--- src/rtl/wb_arbiter_2m.sv ---
// Two-master Wishbone arbiter with a round-robin tie break and a combinational request/response mux to one shared slave.
// Optional slave-stall timeout is enabled by defining WB_ARB_TIMEOUT_EN.
module wb_arbiter_2m #(
    parameter int AW  = 32,
    parameter int DW  = 32,
    parameter int TMO = 255
) (
    input  logic            CLK_I,
    input  logic            RST_I,
    input  logic            M0_CYC_I,
    input  logic            M0_STB_I,
    input  logic            M0_WE_I,
    input  logic            M0_LOCK_I,
    input  logic [AW-1:0]   M0_ADR_I,
    input  logic [DW-1:0]   M0_DAT_I,
    input  logic [DW/8-1:0] M0_SEL_I,
    output logic [DW-1:0]   M0_DAT_O,
    output logic            M0_ACK_O,
    output logic            M0_ERR_O,
    output logic            M0_RTY_O,
    input  logic            M1_CYC_I,
    input  logic            M1_STB_I,
    input  logic            M1_WE_I,
    input  logic            M1_LOCK_I,
    input  logic [AW-1:0]   M1_ADR_I,
    input  logic [DW-1:0]   M1_DAT_I,
    input  logic [DW/8-1:0] M1_SEL_I,
    output logic [DW-1:0]   M1_DAT_O,
    output logic            M1_ACK_O,
    output logic            M1_ERR_O,
    output logic            M1_RTY_O,
    output logic            S_CYC_O,
    output logic            S_STB_O,
    output logic            S_WE_O,
    output logic            S_LOCK_O,
    output logic [AW-1:0]   S_ADR_O,
    output logic [DW-1:0]   S_DAT_O,
    output logic [DW/8-1:0] S_SEL_O,
    input  logic [DW-1:0]   S_DAT_I,
    input  logic            S_ACK_I,
    input  logic            S_ERR_I,
    input  logic            S_RTY_I,
    output logic [1:0]      GNT_O
);

    typedef enum logic [1:0] {
        IDLE = 2'd0,
        GNT0 = 2'd1,
        GNT1 = 2'd2
    } state_t;

    state_t state, state_nxt;
    logic   last_m1;    // M1 was served last, so M0 wins a simultaneous request
    logic   g_cyc, g_stb;
    logic   tmo_fire;

    always_ff @(posedge CLK_I) begin
        if (!RST_I) begin
            state   <= IDLE;
            last_m1 <= 1'b1;
        end else begin
            state <= state_nxt;
            if (state != IDLE && state_nxt != state)
                last_m1 <= (state == GNT1);
        end
    end

    always_comb begin
        state_nxt = state;
        case (state)
            IDLE: begin
                if (M0_CYC_I && M1_CYC_I)
                    state_nxt = last_m1 ? GNT0 : GNT1;
                else if (M0_CYC_I)
                    state_nxt = GNT0;
                else if (M1_CYC_I)
                    state_nxt = GNT1;
            end
            GNT0: begin
                if (!M0_CYC_I && !M0_LOCK_I)
                    state_nxt = M1_CYC_I ? GNT1 : IDLE;
            end
            GNT1: begin
                if (!M1_CYC_I && !M1_LOCK_I)
                    state_nxt = M0_CYC_I ? GNT0 : IDLE;
            end
            default: state_nxt = IDLE;
        endcase
    end

    always_comb begin
        g_cyc    = 1'b0;
        g_stb    = 1'b0;
        S_WE_O   = 1'b0;
        S_LOCK_O = 1'b0;
        S_ADR_O  = '0;
        S_DAT_O  = '0;
        S_SEL_O  = '0;
        M0_DAT_O = '0;
        M1_DAT_O = '0;
        M0_ACK_O = 1'b0;
        M0_ERR_O = 1'b0;
        M0_RTY_O = 1'b0;
        M1_ACK_O = 1'b0;
        M1_ERR_O = 1'b0;
        M1_RTY_O = 1'b0;
        GNT_O    = 2'b00;
        case (state)
            GNT0: begin
                GNT_O    = 2'b01;
                g_cyc    = M0_CYC_I;
                g_stb    = M0_STB_I;
                S_WE_O   = M0_WE_I;
                S_LOCK_O = M0_LOCK_I;
                S_ADR_O  = M0_ADR_I;
                S_DAT_O  = M0_DAT_I;
                S_SEL_O  = M0_SEL_I;
                M0_DAT_O = S_DAT_I;
                // Terminations are suppressed while reset is applied so an aborted master sees none.
                M0_ACK_O = S_ACK_I & RST_I;
                M0_ERR_O = (S_ERR_I | tmo_fire) & RST_I;
                M0_RTY_O = S_RTY_I & RST_I;
            end
            GNT1: begin
                GNT_O    = 2'b10;
                g_cyc    = M1_CYC_I;
                g_stb    = M1_STB_I;
                S_WE_O   = M1_WE_I;
                S_LOCK_O = M1_LOCK_I;
                S_ADR_O  = M1_ADR_I;
                S_DAT_O  = M1_DAT_I;
                S_SEL_O  = M1_SEL_I;
                M1_DAT_O = S_DAT_I;
                M1_ACK_O = S_ACK_I & RST_I;
                M1_ERR_O = (S_ERR_I | tmo_fire) & RST_I;
                M1_RTY_O = S_RTY_I & RST_I;
            end
            default: ;
        endcase
    end

    assign S_CYC_O = g_cyc;
    assign S_STB_O = g_cyc & g_stb & ~tmo_fire;

`ifdef WB_ARB_TIMEOUT_EN
    localparam logic [7:0] TMO_C = 8'(TMO);

    logic [7:0] tmo_cnt;
    logic       s_term;

    assign s_term   = S_ACK_I | S_ERR_I | S_RTY_I;
    assign tmo_fire = (state != IDLE) && g_cyc && g_stb && (tmo_cnt == TMO_C);

    always_ff @(posedge CLK_I) begin
        if (!RST_I || state == IDLE || state_nxt != state || tmo_fire || s_term)
            tmo_cnt <= 8'd0;
        else if (g_cyc && g_stb)
            tmo_cnt <= tmo_cnt + 8'd1;
    end
`else
    logic tmo_unused;

    assign tmo_unused = ^8'(TMO);
    assign tmo_fire   = 1'b0;
`endif

endmodule

--- config.mk ---
export PLATFORM = sky130hd
export DESIGN_NAME = wb_arbiter_2m
export DESIGN_NICKNAME = d
export VERILOG_FILES = /design/src/rtl/wb_arbiter_2m.sv
export SDC_FILE = /design/constraint.sdc
export NUM_CORES = 1
export LEC_CHECK = 0
export CAP_MARGIN = 20
export CORE_AREA = 2 2 127 129
export CTS_BUF_LIST = sky130_fd_sc_hd__clkbuf_4
export DETAILED_ROUTE_END_ITERATION = 8
export DIE_AREA = 0 0 129 131
export MAX_ROUTING_LAYER = met4
export PLACE_DENSITY = 0.49
export SETUP_SLACK_MARGIN = 0.2
export SYNTH_ARGS = -nofsm -noshare
export SYNTH_HDL_FRONTEND = slang
export SYNTH_SLANG_ARGS = --single-unit
--- constraint.sdc ---
create_clock -name CLK_I -period 4.4 [get_ports CLK_I]
set_input_delay 0.66 -clock CLK_I [delete_from_list [all_inputs] [get_ports CLK_I]]
set_output_delay 0.66 -clock CLK_I [all_outputs]
set_load 0.05 [all_outputs]
* Word-level counts from Yosys, hierarchy flattened
Cells that the tools add are included.
** Storage, ports and cells
- Register bits :: 3
- Latch bits :: 0
- Memory bits (writable) :: 0
- Memory bits (read-only) :: 0
- Output and inout bits :: 144
- Logic and storage cells :: 44
- Memories :: 0
** Cells by class
- Add/subtract/negate cells :: 0
- Multiply operators :: 0
- Divide/modulo/power cells :: 0
- Magnitude comparators :: 0
- Equal/unequal tests :: 3
- Shifts and indexed selects :: 0
- Muxes and demuxes :: 25
- Bitwise operators :: 4
- Reduce and logical (&&, ||, !) cells :: 10
** Operator list (count)
- $pmux 32 s2 :: 2
- $mux 32 :: 2
- $mux 2 :: 7
- $pmux 1 s2 :: 4
- $pmux 4 s2 :: 1
- $mux 1 :: 7
- $pmux 2 s3 :: 1
- $and 1x1->1 :: 4
- $logic_and 1x1->1 :: 4
- $logic_not 1->1 :: 4
- $pmux 2 s2 :: 1
- $eq 2x1->1 const B :: 1
- $eq 2x2->1 const B :: 1
- $logic_not 2->1 :: 1
- $ne 2x2->1 :: 1
- $reduce_bool 2->1 :: 1

* Logic depth before layout (Yosys ltp)
- Depth after elaboration :: 6
- Mapped depth :: 8
- Mapped depth without buffers :: 7

* Least setup slack after synthesis
Ideal clock, no wire load.
- Path kind :: reg-to-output
- From :: register state[1]
- To :: output S_STB_O
- Arrival :: 2.833 ns
- Data required time :: 3.740 ns
- Path slack :: 0.907 ns
- Cell stages (with the launch flop) :: 7
- Path buffers :: 1
- Cells stage by stage :: dfxtp_1 inv_1 ha_1 buf_2 a22oi_1 nor2b_1 nor2b_1
** Between the ends
- Cells in the longest elaborated chain, start to end :: 3
- Elaborated cells between the ends (all ways) :: 5
- Those cells by class :: eq/ne (2); mux (2); bitwise (1)
** Ends and longest elaborated chain
- start: declaration :: RTL line 52 : state_t state, state_nxt;
- start signal: assignment :: RTL line 62 : state <= state_nxt;
- $eq 2x2->1 / $eq 2x1->1 (equally long branches) :: RTL line 108 : case (state)
- $pmux 1 s2 (*) :: RTL line 108
- named net S_CYC_O :: RTL line 32 : output logic S_CYC_O,
- $and 1x1->1 (*) :: RTL line 143 : assign S_STB_O = g_cyc & g_stb & ~tmo_fire;
- end: declaration :: RTL line 33 : output logic S_STB_O,
The timed path passes the listed nets; every way through them passes the cells marked *.

* Worst setup path in the final report
- From :: register state[1]
- To :: output S_ADR_O[11]
** Between the ends
- Cells in the longest elaborated chain, start to end :: 2
- Elaborated cells between the ends (all ways) :: 3
- Those cells by class :: eq/ne (2); mux (1)
** Ends and longest elaborated chain
- $eq 2x2->1 / $eq 2x1->1 (equally long branches) :: RTL line 108
- $pmux 32 s2 (*) :: RTL line 108
- end: declaration :: RTL line 36 : output logic [AW-1:0] S_ADR_O,
Mark *: on every way between the ends. The rest lies on a longest branch, timed or not.

==> summary.md <==
| Metric | Value |
|---|---|
| CP startpoint kind | flip-flop |
| DR vias | around 3300 |
| GP Congestion | about 0.75 |
| Synth Area in Compound Gates | between 30% and 40% |
| Crit-path max FO | 62 |
| Worst Path Arrival | around 2.8 ns |
| Fin nets | between 700 and 800 |
| Multiplexer share of the synthesized area | less than 1% |
| Drc violations | 0 |
| 1st-pass router iterations | 4 |
| Worst-Margin Slew | 0.8814 ns |
| Yosys warnings | 0 |
| Hold Buf Count CTS | 0 |
| Clock tree from TritonCTS | done |
| CP Class | reg -> out |
| Starting Density | 12.15% |
| Most frequent cells in the layout | 324 x clkdlybuf4s50_1, 76 x nor2b_1, 72 x a22oi_1 |
| Root Buffer | clkbuf_4 |
| Ratio of cells with drive above 1 in the final layout | between 2 and 3% |
| Congestion Overflow GR | 0 |
| Power Dens Cells | between 300 and 400 nW/um2 |
| Yosys reg bits | 3 |
| Chip height | roughly 130 um |
| Clock skew | 0.001140 ns |
| Endpoint class of the critical path | output port |
| Area share of fa/ha/maj cells after synthesis | between 3 and 4% |
| Leakage | 1.808 nW |
| Post-CTS setup buffers | 0 |
| Vias in the first global route | roughly 3200 |
| Longest Clk Path Bufs | 2 |
| Largest net degree at the start of global routing | 70 |
| Port Buffers | between 300 and 400 |
| Die area | roughly 17000 um2 |
| Commonest non-fill, non-tap cell in the layout | clkdlybuf4s50_1 |
| Reg2Reg Depth | 7 |
| Fillers | around 1600 |
| Max_slew headroom | between 40% and 50% |
| Cell area after layout | between 5000 and 6000 um2 |
| Row Count | 46 |
| XOR/XNOR Fraction of Synth Area | 0% |
| Min Hold Slack | 0.5627 ns |
| Final core occ | between 30% and 40% |
| Clock slew at reported path FFs | 0.04 ns |
| Core area | approximately 16000 um2 |
| Global-route wire length before repair | between 15000 and 20000 um |
| RSZ-0062 raised after global routing | false |
| Detailed-route wire length | between 10000 and 15000 um |
| Mapped Avg Cell Area | 6.628 um2 |
| Status | completed |
| TritonCTS Buffers | 3 |
| DR vias/cell | around 4.1 |
| PostCTS Resize Cnt | 0 |
| Clk Latency, worst-skew pair | about 0.23 ns |
| Simple-gate share of the synthesized area | 51.62% |
| Crit share post-route | about four fifths |
| Detail Placement HPWL | roughly 9600 um |
| Die X | 129 um |
| Syn-to-layout area delta | 184.6% |
| Sequential area share after synthesis | 3.168% |
| Worst hold path depth | 2 |
| Cells after synthesis | around 290 |
| Slew Viols, Final | 0 |
| ANT cells | 0 |
| Synth Net Count | between 400 and 500 |
| VDD IR max | around 140 uV |
| Fin. Hold Viols | 0 |
| Clock Sink Count | 3 |
| Worst endpoint required time | between 3 and 4 ns |
| Post-Syn Area | about 1900 um2 |
| Worst hold path type | reg -> reg |
| H-tree depth | 1 |
| Post-DRT Antenna Nets | 0 |
| # IOs | 325 |
| GRT Overall Usage | about an eighth |
| Antenna violations before repair | 0 |
| Number of library cell types mapped by synthesis | 29 |
| Largest family of logic cells by synthesized area | simple AND/OR/NAND/NOR gates |
| Setup_tns | 0 ns |
| Routed len/inst | around 15 um |
| Post-layout min period | 3.445 ns |
| Initial drt markers | about 190 |
| Number of max-cap violations | 0 |
| Setup violators final | 0 |
| Post-place instance area | approximately 5400 um2 |
| Max Fclk | around 290 MHz |
[power by group]
| part | switching [mW] | total, mW | internal [mW] |
|---|---|---|---|
| clock network | 0.0150 | 0.0552 | 0.0402 |
| logic | 1.06 | 1.75 | 0.691 |
| registers | 0.0133 | 0.0491 | 0.0358 |
| total | 1.09 | 1.85 | 0.767 |
[area by class of cell]
class                      count  area [um2]  area share, %
sequential                     3       60.06          1.113
inverter                       5       18.77         0.3479
timing repair buffer         328        3298          61.13
tap                          216       270.3          5.009
clock buffer                   4       30.03         0.5566
multi-input combinational    248        1718          31.84
[cells by family after synthesis]
| family | count (synthesis) |
|---|---|
| DFF | 3 |
| buffers and inverters | 35 |
| AOI/OAI and AO/OA | 87 |
| and+or+nand+nor | 155 |
| adders and majority gates | 5 |
| muxes | 1 |
[flip-flops by register name, summed over array words and instances, names as in the netlist]
name and cells:
last_m1 1, state 2
[metrics by stage]
step	power [mW]	std cells	worst slack, ns
global placement	1.805	800	1.211
finish	1.853	804	0.9552
global route	1.962	804	0.7327
floorplan	1.169	286	0.9068
detailed placement	1.810	800	1.202
CTS	1.877	804	0.9364
[worst max-delay path, stage by stage, from the launching register on]
cell and delay (ns):
dfxtp_1 0.36, inv_1 0.18, ha_4 0.53, buf_12 0.31, a22oi_1 0.11, nor2b_1 0.16
clkdlybuf4s50_1 0.83
[synthesized netlist by cell type (all sizes together)]
cell type	n	area (um2)
a211oi	1	7.510
a21o	1	7.510
a21oi	1	5.000
a22oi	72	540.5
a31oi	1	6.260
and2	64	400.4
and3	6	37.54
and4	1	11.26
buf	6	23.77
clkbuf	24	90.09
dfxtp	3	60.06
ha	5	62.56
inv	5	18.77
mux2i	1	10.01
nand2	2	7.510
nand2b	1	6.260
nand3	1	5.000
nor2	1	3.750
nor2b	76	475.5
nor3b	2	25.02
o2111ai	1	8.760
o21a	2	15.01
o21ai	5	25.02
o21bai	1	7.510
o311ai	1	16.27
o31ai	1	12.51
or2	1	6.260
[path summary, 6_finish.rpt]
path                 end     start  slack [ns]
max          S_ADR_O[11]  state[1]        0.96
min              last_m1   last_m1        0.56
max reg2reg      last_m1  state[1]        2.18
min reg2reg      last_m1   last_m1        0.56
[routing by layer]
layer  vias to the layer above  routed length (um)  track usage, %
met3                        12                 945           2.199
met4                         0                 147           2.685
met1                      1473                4660           14.37
met5                         -                   0               -
met2                       188                6292           23.90
li1                       1611                   -               -
Note: power is estimated with default switching activity, not from simulation.
